## src/rtl/fetch_sequencer.sv

```systemverilog
// rtl/fetch_sequencer.sv - PC / instruction-fetch sequencer with req/ack fetch and prioritised redirects.
// Optional branch delay slot enabled by defining BRANCH_DELAY_SLOT_EN.
module fetch_sequencer #(
  parameter int              PC_W     = 32,
  parameter int              IMM_W    = 32,
  parameter logic [PC_W-1:0] RESET_PC = '0,
  parameter int              CNT_W    = 32
) (
  input  logic             clk,
  input  logic             rst,
  output logic             imem_req,
  output logic [PC_W-1:0]  imem_addr,
  input  logic             imem_ack,
  output logic [PC_W-1:0]  pc,
  output logic             pc_valid,
  input  logic             stall,
  input  logic             halt,
  input  logic             resume,
  input  logic             br_valid,
  input  logic             br_taken,
  input  logic [IMM_W-1:0] br_offset,
  input  logic             jmp_valid,
  input  logic [25:0]      jmp_target,
  input  logic             jr_valid,
  input  logic [PC_W-1:0]  jr_target,
  output logic [1:0]       state,
  output logic [CNT_W-1:0] issued
);

  typedef enum logic [1:0] {
    S_BOOT  = 2'd0,
    S_FETCH = 2'd1,
    S_ISSUE = 2'd2,
    S_HALT  = 2'd3
  } state_t;

  state_t           state_q;
  logic [PC_W-1:0]  pc_q;
  logic [CNT_W-1:0] issued_q;
  logic             imem_req_q;
  logic             pc_valid_q;

  logic [PC_W-1:0]  pc_plus1;
  logic [PC_W-1:0]  br_off_ext;
  logic [PC_W-1:0]  redirect_target;
  logic             redirect;
  logic [PC_W-1:0]  issue_next_pc;

  generate
    if (IMM_W >= PC_W) begin : g_off_trunc
      assign br_off_ext = br_offset[PC_W-1:0];
    end else begin : g_off_sext
      assign br_off_ext = {{(PC_W-IMM_W){br_offset[IMM_W-1]}}, br_offset};
    end
  endgenerate

  assign pc_plus1 = pc_q + PC_W'(1);

  // Fixed priority: register jump, then absolute jump, then taken branch.
  always_comb begin
    redirect        = 1'b1;
    redirect_target = pc_plus1;
    if (jr_valid)
      redirect_target = jr_target;
    else if (jmp_valid)
      redirect_target = {pc_plus1[PC_W-1:26], jmp_target};
    else if (br_valid && br_taken)
      redirect_target = pc_plus1 + br_off_ext;
    else
      redirect = 1'b0;
  end

`ifdef BRANCH_DELAY_SLOT_EN
  logic [PC_W-1:0] pending_q;
  logic            slot_q;

  assign issue_next_pc = slot_q ? pending_q : pc_plus1;

  // While the delay slot is in ISSUE its own redirect inputs are ignored.
  always_ff @(posedge clk or posedge rst) begin
    if (rst) begin
      pending_q <= '0;
      slot_q    <= 1'b0;
    end else if (state_q == S_ISSUE && !stall) begin
      slot_q <= !slot_q && redirect;
      if (!slot_q && redirect)
        pending_q <= redirect_target;
    end
  end
`else
  assign issue_next_pc = redirect ? redirect_target : pc_plus1;
`endif

  always_ff @(posedge clk or posedge rst) begin
    if (rst) begin
      state_q    <= S_BOOT;
      pc_q       <= RESET_PC;
      issued_q   <= '0;
      imem_req_q <= 1'b0;
      pc_valid_q <= 1'b0;
    end else begin
      case (state_q)
        S_BOOT: begin
          state_q    <= S_FETCH;
          imem_req_q <= 1'b1;
        end
        S_FETCH: begin
          if (imem_ack) begin
            state_q    <= S_ISSUE;
            imem_req_q <= 1'b0;
            pc_valid_q <= 1'b1;
          end
        end
        S_ISSUE: begin
          if (!stall) begin
            pc_q       <= issue_next_pc;
            issued_q   <= issued_q + CNT_W'(1);
            pc_valid_q <= 1'b0;
            if (halt) begin
              state_q <= S_HALT;
            end else begin
              state_q    <= S_FETCH;
              imem_req_q <= 1'b1;
            end
          end
        end
        S_HALT: begin
          if (resume) begin
            state_q    <= S_FETCH;
            imem_req_q <= 1'b1;
          end
        end
      endcase
    end
  end

  assign imem_req  = imem_req_q;
  assign imem_addr = pc_q;
  assign pc        = pc_q;
  assign pc_valid  = pc_valid_q;
  assign state     = state_q;
  assign issued    = issued_q;

endmodule
```

## config.mk

```make
export PLATFORM = sky130hd
export DESIGN_NAME = fetch_sequencer
export DESIGN_NICKNAME = d
export VERILOG_FILES = /design/src/rtl/fetch_sequencer.sv
export SDC_FILE = /design/constraint.sdc
export NUM_CORES = 1
export LEC_CHECK = 0
export ABC_AREA = 1
export BUFFER_PORTS_ARGS = -buffer_cell sky130_fd_sc_hd__buf_2
export CAP_MARGIN = 0
export CORE_UTILIZATION = 45
export DETAILED_ROUTE_END_ITERATION = 8
export PLACE_DENSITY_LB_ADDON = 0.25
export SLEW_MARGIN = 20
export SYNTH_ARGS = -nofsm -noshare
export SYNTH_HDL_FRONTEND = slang
export SYNTH_SLANG_ARGS = --single-unit
```

## constraint.sdc

```tcl
create_clock -name clk -period 4.3 [get_ports clk]
set_clock_uncertainty 0.05 [all_clocks]
set_input_delay 0.215 -clock clk [delete_from_list [all_inputs] [get_ports clk]]
set_output_delay 0.215 -clock clk [all_outputs]
set_load 0.01 [all_outputs]
```

==> out/qor.txt, run 1 <==
Actual slew at the worst max-slew pin = 912.8 ps
Antenna violations before repair = 2
Dpl cells = 1593
Max-Cap Viols = 0
Routed len/inst = 15.36 microns
Clock sink total = 68
Port-buffer cells = 199
Post-CTS Resized = 0
Vias/cell = 5.160
Crit path max fanout = 5
Overall Global Routing Usage = 0.2926
Asr flop ratio synth = 1.000
Number of flops mapped to enable cells by yosys = 0
R2R Path End = imem_addr[15]$_DFFE_PP0P_
Power Density = 572.5 nW/um^2
Layout cells sized above 1 = 0.1822
# IOs = 200
Worst EP arrival = 3880 ps
Clock transition at the registers of the reported paths = 60 ps
FF-to-FF setup slack = 580 ps
Most common cell after layout, fill and taps aside = nand2_1
Core box area = 16060 sq um
Flop and latch count out of synthesis = 68
Drc violations = 0
Number of DRC markers in iteration 0 = 558
Synth top area cells = dfrtp_1, nand2_1, inv_1
Root Driver = clkbuf_16
Vias in the first global route = 7487
WP data required = 4460 ps
Critical Path End Type = flip-flop
First-pass GRT wire length = 38.05 mm
TritonCTS clock tree = done
Synth area leader = dfrtp_1
Yosys top cell area share = 0.2281
Die Footprint = 17100 sq um
Area delta synth->final = 17.46%
Net Count, Synth = 1373
Final Cycle Share = 0.8652
Cells after synthesis = 1229
CTS H-tree lvls = 3
Drt pass-1 iters = 5
Seq/Total Area, Yosys = 0.2281
Avg Inst Size Synth = 6.070 sq um
Sum Neg Setup Slack = 0 ps
Total number of vias = 8313
Nets = 1533
Grt ovf = 0
Post-route total power = 5.016 mW
Initial Utilization = 0.4645
Ys flop type = dfrtp_1
Dpl hpwl = 20.15 mm
Max VDD drop = 0.3570 mV
Crit path from = imem_addr[1]$_DFFE_PP0P_
Depth of the worst register-to-register path = 19
Lkg Pwr = 5.088 nW
Hold crit path type = input pin to flip-flop
Routed WL = 24.75 mm
Min Tclk post-route = 3720 ps
Synth warn = 0
Critical path endpoint = imem_addr[15]$_DFFE_PP0P_
Final Core Density = 0.5457
Synth cell types = 42
Setup Crit Path Kind = flip-flop to flip-flop
CTS Buffer Depth = 2
Outcome = completed
Die width = 130.8 microns
Fin. max-slew vios = 0
Largest net degree at the start of global routing = 36
Fmax = 268.8 MHz
RSZ-0062 raised after global routing = no
Critical R2R Launch = imem_addr[1]$_DFFE_PP0P_
RePlAce Congestion = 0.9162
Slew HR = 0.3908
CTS Buf Count = 9
Place WS = 669.8 ps
ANT nets after route = 0
Non-Filler Instances = 1611
Die Ht = 130.8 microns
Most frequent cells in the layout = nand2_1, buf_2, inv_1
Startpoint Class = flip-flop
Final hold vios = 0
Worst skew pair latency = 330 ps
Setup ws final = 579.8 ps
Final setup fails = 0
Synthesized cell area = 7460 sq um
Rows = 46
metal layers:
metal | GRT usage | vias up | share of wire | wire, microns
met5 | 0 | - | 0.00053 | 13
met4 | 0.1041 | 2 | 0.031 | 776
met3 | 0.04886 | 52 | 0.084 | 2077
met2 | 0.4759 | 394 | 0.45 | 11130
met1 | 0.3910 | 3736 | 0.43 | 10760
li1 | - | 4129 | - | -
where the power goes:
group	internal (mW)	switching, mW
Sequential	0.822	0.333
Combinational	1.09	1.96
Clock	0.511	0.294
through the flow:
| stage | area (sq um) | hold WS (ps) |
|---|---|---|
| final | 8762 | 91.28 |
| after global routing | 8760 | 104.1 |
| after CTS | 8760 | 86.36 |
| after detailed placement | 8426 | 343.9 |
| after global placement | 8426 | 335.8 |
| after floorplan | 7460 | 310.1 |
synth_stat cells (2+ instances only):
cell	n
and2_1	2
or2_2	4
nor2_4	6
nor2_1	102
clkbuf_1	22
nor4_1	3
ha_1	43
nand2_1	428
buf_4	32
nand3_2	5
nand2_2	3
o211ai_1	8
inv_1	194
nor3_1	15
nor3_2	2
a31oi_1	2
a22oi_1	2
a21o_1	2
o21bai_1	3
nor2_2	7
nand3b_1	4
xor2_1	39
nand4_1	12
dfrtp_1	68
o221ai_1	6
xnor2_1	20
a21oi_1	56
nand3_1	82
o21ai_0	44
flip-flops by register name (all words and copies together), names as in the netlist:
register / count
imem_addr: 32
issued: 32
state: 2
imem_req: 1
pc_valid: 1
area by class of cell:
type / instances / area, sq um
Fill cell: 1658 / 7296
Multi-Input combinational cell: 910 / 4688
Sequential cell: 68 / 1702
Timing Repair Buffer: 205 / 1044
Inverter: 195 / 732.0
Tap cell: 216 / 270.3
Clock buffer: 9 / 225.2
Clock inverter: 7 / 98.84
Antenna cell: 1 / 2.502
logic make-up (layout without fill, tap and decap cells):
logic type,after synthesis,in the layout,share of synthesized area
AO/OA/AOI/OAI,126,126,0.09410
XOR/XNOR,59,59,0.06927
adder cells (fa/ha/maj),44,44,0.07481
buffers and inverters,251,416,0.1434
flip-flops,68,68,0.2281
other,0,1,0
AND/OR/NAND/NOR,681,681,0.3903
how the worst min path moves through the flow:
stage                             start                         to  slack, ps  cells after the start
after floorplan           jr_target[13]  imem_addr[13]$_DFFE_PP0P_        310                      2
after global placement              rst     issued[31]$_DFFE_PP0P_        340                      2
after global routing      jr_target[13]  imem_addr[13]$_DFFE_PP0P_        100                      3
after detailed placement            rst     issued[31]$_DFFE_PP0P_        340                      2
final                     jr_target[13]  imem_addr[13]$_DFFE_PP0P_         90                      3
after CTS                 jr_target[13]  imem_addr[13]$_DFFE_PP0P_         90                      3
worst max-delay path: stages (launching register included):
cell	delay, ps
dfrtp_1	410
ha_1	300
nand3_2	150
nor2_2	190
nand3_1	180
nor3_2	240
xor2_1	240
inv_1	100
ha_1	340
nand2_1	180
inv_1	60
nand2_1	60
nand2_1	90
a21oi_1	130
nand2_1	190
or2_2	330
nand3_1	70
nand2_1	90
a21oi_1	120
o21ai_0	80
timing repair:
item / in CTS / in global routing
hold buffers: 1 / 0
setup buffers: 0 / 0
hold endpoints to repair: 10 / 0
No activity file was read; power rests on OpenSTA's default activity.
==> run 2, diff against run 1 <==
Settings changed: CTS_BUF_LIST from default to sky130_fd_sc_hd__clkbuf_8.
==> run 2 against run 1 <==
Effect of this change: cell count unchanged; sequential power hardly changed; maximum frequency rose by 0.24%; register-to-register slack is essentially flat; via count barely moved; power decreased by 3.9%; worst hold slack lost 36 ps; flip-flop and latch count unchanged; critical path type unchanged; clock power is 24% lower.
==> out/qor.txt, run 2 (same netlist as run 1, synthesis figures left out) <==
Routed WL = 24.84 mm (was 24.75 mm)
Startpoint Class = flip-flop (unchanged)
Number of DRC markers in iteration 0 = 661 (was 558)
Largest net degree at the start of global routing = 36 (unchanged)
Hold crit path type = input pin to flip-flop (unchanged)
Root Driver = clkbuf_8 (was clkbuf_16)
Switch share = 0.5347 (was 0.5166)
Port-buffer cells = 199 (unchanged)
Most frequent cells in the layout = nand2_1, buf_2, inv_1 (unchanged)
Actual slew at the worst max-slew pin = 933.5 ps (was 912.8 ps)
Total number of vias = 8315 (was 8313)
Min Tclk post-route = 3711 ps (was 3720 ps)
WHS Endpoint = imem_addr[13]$_DFFE_PP0P_ (unchanged)
Drt pass-1 iters = 5 (unchanged)
Layout cells sized above 1 = 0.1822 (unchanged)
Crit-path leading delay family = simple AND/OR/NAND/NOR gates (unchanged)
Critical path's most frequent cell = nand2_1 (unchanged)
Sum Neg Setup Slack = 0 ps (unchanged)
Overall Global Routing Usage = 0.2938 (was 0.2926)
Crit path from = imem_addr[1]$_DFFE_PP0P_ (unchanged)
Die Footprint = 17100 sq um (unchanged)
Critical Path End Type = flip-flop (unchanged)
Clock Power Share = 0.127 (was 0.160)
CP max stage delay = 410 ps (about the same)
Worst EP arrival = 3910 ps (was 3880 ps)
Vias/cell = 5.161 (was 5.160)
Critical R2R Launch = imem_addr[1]$_DFFE_PP0P_ (unchanged)
Drc violations = 0 (unchanged)
Min-Delay Startpoint = jr_target[13] (unchanged)
ANT nets after route = 0 (unchanged)
Initial Utilization = 0.4645 (unchanged)
Comb pwr share = 0.634 (was 0.609)
Max-Cap Viols = 0 (unchanged)
Final Cycle Share = 0.8631 (was 0.8652)
Area delta synth->final = 16.10% (was 17.46%)
Most common cell after layout, fill and taps aside = nand2_1 (unchanged)
Core box area = 16060 sq um (unchanged)
Clock sink total = 68 (unchanged)
P_sw = 2.576 mW (was 2.592 mW)
Clock transition at the registers of the reported paths = 80 ps (was 60 ps)
WP data required = 4490 ps (was 4460 ps)
Pint = 2.242 mW (was 2.425 mW)
Dpl hpwl = 20.15 mm (unchanged)
# IOs = 200 (unchanged)
Die Ht = 130.8 microns (unchanged)
Fin. max-slew vios = 0 (unchanged)
Max VDD drop = 0.3419 mV (was 0.3570 mV)
CTS Buffer Depth = 2 (unchanged)
First-pass GRT wire length = 38.01 mm (was 38.05 mm)
Lkg Pwr = 5.041 nW (was 5.088 nW)
Crit path max fanout = 5 (unchanged)
FF-to-FF setup slack = 590 ps (was 580 ps)
Hold path cells = 3 (unchanged)
CTS Buf Count = 9 (unchanged)
RePlAce Congestion = 0.9162 (unchanged)
Antenna violations before repair = 2 (unchanged)
Rows = 46 (unchanged)
Final hold vios = 0 (unchanged)
Setup Crit Path Kind = flip-flop to flip-flop (unchanged)
CTS H-tree lvls = 3 (unchanged)
Grt ovf = 0 (unchanged)
Crit-path slowest cell = dfrtp_1 (unchanged)
Sequential share of power = 0.239 (was 0.230)
Nets = 1533 (unchanged)
Power Density = 556.4 nW/um^2 (was 572.5 nW/um^2)
Final Core Density = 0.5393 (was 0.5457)
Slew HR = 0.3770 (was 0.3908)
Depth of the worst register-to-register path = 19 (unchanged)
Post-CTS Resized = 0 (unchanged)
Worst path bufs/invs = 2 (unchanged)
Setup bufs post-CTS = 0 (unchanged)
TritonCTS clock tree = done (unchanged)
Die width = 130.8 microns (unchanged)
R2R Path End = imem_addr[15]$_DFFE_PP0P_ (unchanged)
Final setup fails = 0 (unchanged)
Vias in the first global route = 7495 (was 7487)
Routed len/inst = 15.42 microns (was 15.36 microns)
Outcome = completed (unchanged)
Post-CTS Hold Fix Bufs = 1 (unchanged)
Worst skew pair latency = 360 ps (was 330 ps)
RSZ-0062 raised after global routing = no (unchanged)
Fmax = 269.5 MHz (was 268.8 MHz)
Critical Path, Cell by Cell = ha_1, nand3_2, nor2_2, nand3_1, nor3_2, xor2_1, inv_1, ha_1, nand2_1, inv_1, nand2_1, nand2_1, a21oi_1, nand2_1, or2_2, nand3_1, nand2_1, a21oi_1, o21ai_0 (unchanged)
[run 2: changes by cell type in the layout (fill, tap and decap cells not counted)]
cell and change:
clkbuf_16 -9, clkbuf_8 +9
[run 2: how the worst max path moves through the flow]
| stage | endpoint | slack (ps) | depth (start not counted) |
|---|---|---|---|
| floorplan | imem_addr[15]$_DFFE_PP0P_ | 1300 | 19 |
| global placement | imem_addr[15]$_DFFE_PP0P_ | 660 | 19 |
| detailed placement | imem_addr[15]$_DFFE_PP0P_ | 670 | 19 |
| CTS | imem_addr[15]$_DFFE_PP0P_ | 650 | 19 |
| global route | imem_addr[15]$_DFFE_PP0P_ | 340 | 19 |
| finish | imem_addr[15]$_DFFE_PP0P_ | 590 | 19 |
[run 2: power groups by stage]
stage	clock (mW)	sequential, mW	combinational (mW)
2_1_floorplan	0	1.16	2.17
3_3_place_gp	0	1.15	3.01
3_5_place_dp	0	1.16	3.01
4_1_cts	0.617	1.15	3.03
5_1_grt	0.640	1.19	3.45
6_report	0.613	1.15	3.06
[run 2: metrics by stage]
step                area, sq um  power [mW]  hold slack [ps]  setup WS [ps]  cells
floorplan                  7460       3.329            310.1           1301   1229
global placement           8426       4.155            335.8          656.5   1593
detailed placement         8426       4.166            343.9          669.8   1593
CTS                        8658       4.795            53.27          650.6   1610
global route               8658       5.282            66.75          335.4   1610
finish                     8661       4.819            54.94          588.8   1611
[run 2: metal layers]
metal / GRT usage / vias up / part of all wire / wire length, microns
li1: - / 4131 / - / -
met1: 0.3872 / 3736 / 0.44 / 10810
met2: 0.4762 / 398 / 0.45 / 11070
met3: 0.05904 / 48 / 0.090 / 2226
met4: 0.1055 / 2 / 0.029 / 713
met5: 0 / - / 0.00052 / 13
[run 2: layout make-up]
cell class                 count  area (sq um)
sequential                    68          1702
tap                          216         270.3
clock buffer                   9         123.9
fill                        1666          7397
inverter                     195         732.0
antenna                        1         2.502
timing repair buffer         205          1044
multi-input combinational    910          4688
clock inverter                 7         98.84
[run 2: worst min-delay path: cells and delay by family]
kind	cells	cell delay [ps]
buffers and inverters	1	80
AO/OA/AOI/OAI	1	80
AND/OR/NAND/NOR	1	60
